**src/rtl/prog_mem_rw.sv**
```systemverilog
// Writable program memory for the uProcessor.
// A load port writes instructions at run time. A registered fetch port returns
// the addressed word with a valid flag. A clear sequencer fills every word with
// NOP after reset and whenever clr is requested.
// Ports:
//   clk, rst_n         clock, asynchronous active-low reset
//   clr                request a full NOP sweep
//   ld_en/ld_addr/ld_data   write strobe, address, data
//   ld_err             1-cycle pulse: the previous cycle's load was rejected
//   fetch_en/fetch_addr     fetch strobe and address
//   ins_out/ins_valid  registered fetched word and its valid flag
//   busy               clear sweep in progress
module prog_mem_rw #(
    parameter int unsigned       OPC_W      = 4,
    parameter int unsigned       REG_W      = 2,
    parameter int unsigned       INS_W      = OPC_W + REG_W,
    parameter int unsigned       ADDR_W     = 5,
    parameter int unsigned       DEPTH      = 32,
    parameter logic [OPC_W-1:0]  OPCODE_NOP = '0,
    parameter logic [INS_W-1:0]  NOP_WORD   = {OPCODE_NOP, REG_W'(0)}
) (
    input  logic              clk,
    input  logic              rst_n,
    input  logic              clr,
    input  logic              ld_en,
    input  logic [ADDR_W-1:0] ld_addr,
    input  logic [INS_W-1:0]  ld_data,
    output logic              ld_err,
    input  logic              fetch_en,
    input  logic [ADDR_W-1:0] fetch_addr,
    output logic [INS_W-1:0]  ins_out,
    output logic              ins_valid,
    output logic              busy
);

    localparam int unsigned IDX_W = $clog2(DEPTH);
    localparam logic [ADDR_W:0] DEPTH_X = (ADDR_W + 1)'(DEPTH);
    localparam logic [ADDR_W-1:0] LAST_ADDR = ADDR_W'(DEPTH - 1);

    localparam logic [0:0] ST_CLEAR = 1'b0;
    localparam logic [0:0] ST_READY = 1'b1;

    logic [0:0]        state, state_nxt;
    logic [ADDR_W-1:0] clr_cnt, cnt_nxt;
    logic [INS_W-1:0]  ins_nxt;
    logic              valid_nxt;
    logic              err_nxt;
    logic              busy_nxt;

    logic              mem_we_c;
    logic [IDX_W-1:0]  mem_waddr_c;
    logic [INS_W-1:0]  mem_wdata_c;
    logic [INS_W-1:0]  rd_word_c;
    logic              ld_in_range_c;
    logic              fetch_in_range_c;

    logic [INS_W-1:0]  mem [DEPTH];

    assign ld_in_range_c    = {1'b0, ld_addr} < DEPTH_X;
    assign fetch_in_range_c = {1'b0, fetch_addr} < DEPTH_X;

    // Storage array; not reset, the sweep initialises it.
    always_ff @(posedge clk) begin
        if (mem_we_c) begin
            mem[mem_waddr_c] <= mem_wdata_c;
        end
    end

    // State and output registers.
    always_ff @(posedge clk or negedge rst_n) begin
        if (!rst_n) begin
            state     <= ST_CLEAR;
            clr_cnt   <= '0;
            busy      <= 1'b1;
            ins_out   <= NOP_WORD;
            ins_valid <= 1'b0;
            ld_err    <= 1'b0;
        end else begin
            state     <= state_nxt;
            clr_cnt   <= cnt_nxt;
            busy      <= busy_nxt;
            ins_out   <= ins_nxt;
            ins_valid <= valid_nxt;
            ld_err    <= err_nxt;
        end
    end

    // Next-state, memory write port and registered-output logic.
    always_comb begin
        state_nxt   = state;
        cnt_nxt     = clr_cnt;
        ins_nxt     = ins_out;
        valid_nxt   = 1'b0;
        err_nxt     = 1'b0;
        mem_we_c    = 1'b0;
        mem_waddr_c = '0;
        mem_wdata_c = NOP_WORD;
        // Combinational read of the current array gives read-first behaviour
        // when a load targets the same address in the same cycle.
        rd_word_c   = NOP_WORD;
        if (fetch_in_range_c) begin
            rd_word_c = mem[IDX_W'(fetch_addr)];
        end

        case (state)
            ST_CLEAR: begin
                err_nxt = ld_en;
                if (clr) begin
                    cnt_nxt = '0;
                end else begin
                    mem_we_c    = 1'b1;
                    mem_waddr_c = IDX_W'(clr_cnt);
                    cnt_nxt     = clr_cnt + ADDR_W'(1);
                    if (clr_cnt == LAST_ADDR) begin
                        state_nxt = ST_READY;
                    end
                end
            end
            default: begin
                if (clr) begin
                    // clr wins over any load or fetch in the same cycle.
                    state_nxt = ST_CLEAR;
                    cnt_nxt   = '0;
                    err_nxt   = ld_en;
                end else begin
                    if (ld_en) begin
                        if (ld_in_range_c) begin
                            mem_we_c    = 1'b1;
                            mem_waddr_c = IDX_W'(ld_addr);
                            mem_wdata_c = ld_data;
                        end else begin
                            err_nxt = 1'b1;
                        end
                    end
                    if (fetch_en) begin
                        ins_nxt   = rd_word_c;
                        valid_nxt = 1'b1;
                    end
                end
            end
        endcase

        busy_nxt = (state_nxt == ST_CLEAR);
    end

endmodule

```
**config.mk**
```make
export PLATFORM = sky130hd
export DESIGN_NAME = prog_mem_rw
export DESIGN_NICKNAME = d
export VERILOG_FILES = /design/src/rtl/prog_mem_rw.sv
export SDC_FILE = /design/constraint.sdc
export NUM_CORES = 1
export LEC_CHECK = 0
export CELL_PAD_IN_SITES_DETAIL_PLACEMENT = 1
export CELL_PAD_IN_SITES_GLOBAL_PLACEMENT = 1
export CORE_MARGIN = 3
export CORE_UTILIZATION = 33
export DETAILED_ROUTE_END_ITERATION = 10
export HOLD_SLACK_MARGIN = 0.1
export PLACE_DENSITY_LB_ADDON = 0.08
export SYNTH_ARGS = -nofsm -noshare
export SYNTH_HDL_FRONTEND = slang
export SYNTH_SLANG_ARGS = --single-unit
```
**constraint.sdc**
```tcl
create_clock -name clk -period 2.4 [get_ports clk]
set_clock_uncertainty 0.15 [all_clocks]
set_input_delay 0.24 -clock clk [delete_from_list [all_inputs] [get_ports clk]]
set_output_delay 0.24 -clock clk [all_outputs]
set_load 0.02 [all_outputs]
```
==> results of run 1 <==
## per-layer routing
metal | part of all wire [%] | up-vias | global-route usage, %
met1 | 45 | 2403 | 20.7
met5 | 0 | - | 0
met4 | 1.7 | 0 | 3.26
met3 | 3.8 | 27 | 2.28
met2 | 49 | 85 | 25.4
li1 | - | 2205 | -
## per-stage QoR
stage	instances	setup WS [ns]	total power, W
after floorplan	508	0.248	0.00424
after global placement	913	-0.0333	0.00441
after detailed placement	913	-0.0885	0.00441
after CTS	955	0.162	0.00821
after global routing	955	0.0155	0.00841
final	955	0.194	0.00811
## what timing repair did
| item | CTS | global route |
|---|---|---|
| hold buffers | 1 | 0 |
| endpoints found under the hold margin | 14 | 0 |
| endpoints found under the setup margin | 0 | 0 |
| gates resized for setup | 0 | 0 |
## cell usage in the layout (no fill, tap or decap), types with 2 or more instances in the layout
| master | instances |
|---|---|
| a21oi_1 | 18 |
| nor2_1 | 40 |
| and2_1 | 2 |
| ha_1 | 2 |
| and3_1 | 7 |
| nor2b_1 | 5 |
| a221oi_2 | 10 |
| a22oi_1 | 24 |
| or3_1 | 2 |
| nand2_1 | 15 |
| o22ai_1 | 6 |
| nand2b_1 | 4 |
| clkinvlp_4 | 3 |
| mux2i_1 | 98 |
| a22o_1 | 12 |
| clkbuf_8 | 3 |
| or2_2 | 2 |
| inv_1 | 3 |
| edfxtp_1 | 192 |
| nand3b_1 | 3 |
| clkbuf_16 | 23 |
| buf_4 | 59 |
| a221oi_1 | 2 |
| bufinv_16 | 5 |
| dfrtp_1 | 14 |
| o41ai_2 | 6 |
| clkbuf_1 | 2 |
| clkinv_4 | 2 |
| or3b_1 | 3 |
| buf_12 | 13 |
| clkdlybuf4s50_1 | 28 |
| nor2_2 | 3 |
| clkinv_2 | 3 |
## kinds of logic after synthesis
kind of cell             synth area share, %
flip-flops                              72.0
adder cells (fa/ha/maj)                0.293
AND/OR/NAND/NOR                         5.12
multiplexers                            11.5
AO/OA/AOI/OAI                           8.20
buffers and inverters                   2.63
XOR/XNOR                               0.205
## cell type report
cell class / instances / area, um^2 / share of cell area, %
repair buffers: 101 / 993 / 9.41
flip-flops and latches: 207 / 6140 / 58.2
inverters: 3 / 11.3 / 0.107
multi-input cells: 273 / 2160 / 20.5
clock inverters: 13 / 205 / 1.94
well taps: 330 / 413 / 3.91
clock buffers: 28 / 624 / 5.92
## power by group through the flow
stage / sequential, W / clock, W / combinational (W)
2_1_floorplan: 0.00402 / 0 / 0.000219
3_3_place_gp: 0.00402 / 0 / 0.000392
3_5_place_dp: 0.00402 / 0 / 0.000398
4_1_cts: 0.00394 / 0.00387 / 0.000400
5_1_grt: 0.00394 / 0.00405 / 0.000421
6_report: 0.00394 / 0.00378 / 0.000392
## flip-flops by register name, indices dropped and copies added, names as in the netlist
register / count
ins_out: 6
state: 1
ins_valid: 1
ld_err: 1
busy: 1
clr_cnt: 5
mem: 192
## path summary, 6_finish.rpt
| path | slack [ns] | to | start | depth (start not counted) |
|---|---|---|---|---|
| worst min-delay path | 0.33 | ld_err | ld_en | 3 |
| worst max-delay path | 0.19 | mem[10][4] | state | 6 |
| max in group asynchronous | 1.38 | busy | rst_n | 3 |
| worst min register to register | 0.37 | ins_out[1] | ins_out[1] | 2 |
| min in group asynchronous | 0.46 | clr_cnt[3] | rst_n | 3 |
| worst max register to register | 0.19 | mem[10][4] | state | 6 |
## critical path: stages (launching register included)
cell and delay, ns:
dfrtp_1 0.46, and2_1 0.22, a21oi_1 0.09, nor2_2 0.19, or3b_1 0.50, nor2_1 0.13
buf_4 0.17
==> impl_metrics.json, run 1 <==
{
  "fp.dieW_um": 167,
  "cts_made_buffers": 23,
  "remaining_drc_errors": 0,
  "cts_root_buf": "clkbuf_16",
  "hold_class": "input pin to flip-flop",
  "switching_power_w": 0.00162,
  "rsz0062_at_grt": "false",
  "crit_type": "flip-flop to flip-flop",
  "ir_worst_vdd_mv": 0.370,
  "cts_tree": "built",
  "crit_required_ns": 2.46,
  "p_leak_nw": 3.61,
  "fin_crit_ns": 2.21,
  "place_area_um2": 9710,
  "fin_crit_sh_pct": 91.9,
  "final_util_pct": 41.8,
  "status": "complete, no violations",
  "synth_ff_type": "edfxtp_1",
  "hold_viol_final": 0,
  "cts_setup_buffers": 0,
  "synthDistinctLibCells": 40,
  "pwr-share-comb_pct": 4.8,
  "ys_seq_area_share_pct": 72.0,
  "io_pins": 30,
  "dieHeight_um": 167,
  "placementRows": 58,
  "clk_pin_slew_ns": 0.06,
  "synth_cells": 508,
  "p_clk_share_pct": 46.6,
  "antenna_left": 0,
  "synth_nets": 531,
  "synth-edff-count": 192,
  "grt_max_degree": 33,
  "hpwl_um": 14100,
  "critical_path_arrival_ns": 2.27,
  "switching_share_pct": 19.9,
  "routed_via_density": 4.94,
  "fillers": 2512,
  "netlist_area_um2": 8530,
  "dr.first_iter.drc_count": 236,
  "drtPass1Iterations": 4,
  "worst_pin_slew_ns": 0.422,
  "fin_nets": 632,
  "stdcell_area_um2": 10600,
  "diodes": 0,
  "synth_most_common_cell": "edfxtp_1",
  "ys_warn_count": 0,
  "synth_common_cells": "edfxtp_1, mux2i_1, nor2_1, a22oi_1, a21oi_1",
  "wirelength_um": 21000,
  "cp-end-kind": "flip-flop",
  "drive_gt1_share_pct": 21.8,
  "yosys-top-cells-area": "edfxtp_1, mux2i_1, dfrtp_1",
  "syn_avg_cell_area_um2": 16.8,
  "holdWs_ns": 0.329,
  "worstSkewPairLatency_ns": 0.50,
  "yosysTopAreaCell": "edfxtp_1",
  "port_buffers": 29,
  "yosysTopAreaCellShare_pct": 67.6,
  "gp_congestion": 0.714,
  "fmax_mhz": 453,
  "async_reset_ff_share_pct": 7.25,
  "start_util_pct": 33.8,
  "finalSetupTns_ns": 0,
  "final-max-slew-violation-count": 0,
  "cap_violations": 0,
  "numClockSinks": 207,
  "grt_pass1_wl_um": 31800,
  "grt_pass1_vias": 5114,
  "cts_max_level": 1,
  "worst_setup_path_start_kind": "flip-flop",
  "overflow": 0,
  "cp_max_fo": 8,
  "wl_per_cell_um": 22.0,
  "clk_path_buf_depth": 3,
  "antenna_found_initial": 0,
  "power-per-cell-area_nw_per_um2": 768,
  "vias": 4720,
  "p_seq_share_pct": 48.6,
  "slew_headroom_pct": 71.8,
  "setup_viol": 0,
  "ys_ff_latch": 207,
  "intPower_w": 0.00650,
  "syn2layout_area_growth_pct": 23.8,
  "track_usage_pct": 15.0,
  "coreArea_um2": 25300,
  "dieArea_um2": 27800
}
Power figures use the tool's default switching activity.
==> run 2, diff against run 1 <==
--- a/config.mk
+++ b/config.mk
@@ -9,7 +9,10 @@
 export CELL_PAD_IN_SITES_GLOBAL_PLACEMENT = 1
 export CORE_MARGIN = 3
 export CORE_UTILIZATION = 33
+export CTS_BUF_LIST = sky130_fd_sc_hd__clkbuf_8
+export CTS_CLUSTER_DIAMETER = 200
 export DETAILED_ROUTE_END_ITERATION = 10
+export DONT_BUFFER_PORTS = 1
 export HOLD_SLACK_MARGIN = 0.1
 export PLACE_DENSITY_LB_ADDON = 0.08
 export SYNTH_ARGS = -nofsm -noshare
==> impl_metrics.json, run 2 (synthesized netlist as in run 1, its figures left out) <==
{
  "finalSetupTns_ns": 0,
  "p_leak_nw": 3.35,
  "wl_per_cell_um": 22.3,
  "met2_usage_pct": 24.9,
  "dpl.cell_count": 859,
  "p_total_w": 0.00716,
  "port_buffers": 0,
  "holdWs_ns": 0.115,
  "dieHeight_um": 167,
  "fin_crit_sh_pct": 92.8,
  "drtPass1Iterations": 4,
  "grt_pass1_vias": 5074,
  "worstSkewPairLatency_ns": 0.52,
  "remaining_drc_errors": 0,
  "wirelength_um": 20800,
  "fin_crit_ns": 2.23,
  "stdcell_area_um2": 9820,
  "fmax_mhz": 449,
  "grt_pass1_wl_um": 31100,
  "antenna_found_initial": 0,
  "cp_max_fo": 9,
  "ir_worst_vdd_mv": 0.236,
  "worstReg2RegStart": "state",
  "placementRows": 58,
  "antenna_left": 0,
  "drive_gt1_share_pct": 19.9,
  "r2r-end": "mem[28][5]",
  "overflow": 0,
  "place_area_um2": 9080,
  "reg.largest.list": "mem (192), ins_out (6), clr_cnt (5)",
  "top_register": "mem",
  "met3_usage_pct": 3.39,
  "crit_required_ns": 2.47,
  "use_met1_pct": 19.7,
  "coreArea_um2": 25300,
  "io_pins": 30,
  "cts_tree": "built",
  "cts_root_buf": "clkbuf_8",
  "start_util_pct": 33.8,
  "crit_path_start": "state",
  "crit_end": "mem[28][5]",
  "vias": 4574,
  "routed_via_density": 4.91,
  "slew_headroom_pct": 44.1,
  "fin_nets": 596,
  "cp-end-kind": "flip-flop",
  "track_usage_pct": 15.0,
  "stdcell_count": 932,
  "setup_viol": 0,
  "r2r_slack_ns": 0.17,
  "rr_worst_depth": 7,
  "worst_setup_path_start_kind": "flip-flop",
  "clk_pin_slew_ns": 0.06,
  "numClockSinks": 207,
  "rsz0062_at_grt": "false",
  "diodes": 0,
  "layout_commonest_cell": "edfxtp_1",
  "hold_viol_final": 0,
  "fp.dieW_um": 167,
  "hpwl_um": 13100,
  "final-max-slew-violation-count": 0,
  "dieArea_um2": 27800,
  "clk_path_buf_depth": 3,
  "largest_register_ffs": 192,
  "syn2layout_area_growth_pct": 15.1,
  "dr.first_iter.drc_count": 236,
  "cts_setup_buffers": 0,
  "status": "complete, no violations",
  "gp_congestion": 0.727,
  "final_cell_mix": "edfxtp_1, mux2i_1, buf_4",
  "cts_made_buffers": 37,
  "cts_max_level": 2,
  "worst_pin_slew_ns": 0.836,
  "cap_violations": 0,
  "hold_class": "input pin to asynchronous set/reset pin",
  "busiest_layer": "met2",
  "critical_path_arrival_ns": 2.29,
  "power-per-cell-area_nw_per_um2": 729,
  "grt_max_degree": 97,
  "crit_type": "flip-flop to flip-flop"
}
==> run 2: what timing repair did <==
item / 4_1_cts / 5_1_grt
hold endpoints to repair: 29 / 0
hold buffers: 5 / 0
setup endpoints to repair: 0 / 13
gates resized for setup: 0 / 4
==> run 2: layout make-up <==
class / instances / area, um^2
fillers: 2587 / 15400
flip-flops and latches: 207 / 6140
multi-input cells: 273 / 2180
clock buffers: 41 / 564
well taps: 330 / 413
repair buffers: 51 / 395
clock inverters: 27 / 114
inverters: 3 / 11.3
==> run 2: where the power goes <==
part           switching [W]  leakage [nW]  internal (W)
clock                0.00139         0.398       0.00157
sequential         0.0000318          1.68       0.00392
combinational       0.000135          1.27      0.000107
==> run 2: worst min-delay path by stage <==
| stage | from | to | slack [ns] | depth (start not counted) |
|---|---|---|---|---|
| after floorplan | rst_n | clr_cnt[0] | -0.21 | 0 |
| after global placement | rst_n | clr_cnt[3] | -0.21 | 0 |
| after detailed placement | rst_n | clr_cnt[4] | -0.20 | 0 |
| after CTS | fetch_addr[3] | ins_out[4] | 0.10 | 3 |
| after global routing | clr | mem[16][1] | 0.12 | 3 |
| final | rst_n | ld_err | 0.12 | 1 |
==> run 2: metal layers <==
metal / part of all wire, % / wire (um) / vias to the layer above
met2: 48 / 10000 / 96
met3: 4.9 / 1010 / 31
met5: 0 / 0 / -
li1: - / - / 2131
met4: 2.0 / 408 / 0
met1: 45 / 9330 / 2316
==> run 2: critical path: stages (launching register included) <==
cell	delay [ns]
dfrtp_1	0.39
buf_4	0.19
nand2b_1	0.18
a21o_1	0.15
nand2_1	0.26
buf_4	0.26
nor2_1	0.13
buf_4	0.21
==> run 2: metrics by stage <==
stage          setup slack, ns  util [%]
2_1_floorplan            0.248         -
3_3_place_gp             0.147      35.9
3_5_place_dp            0.0154      35.9
4_1_cts                 0.0125      38.8
5_1_grt               0.000285      38.9
6_report                 0.172      38.9
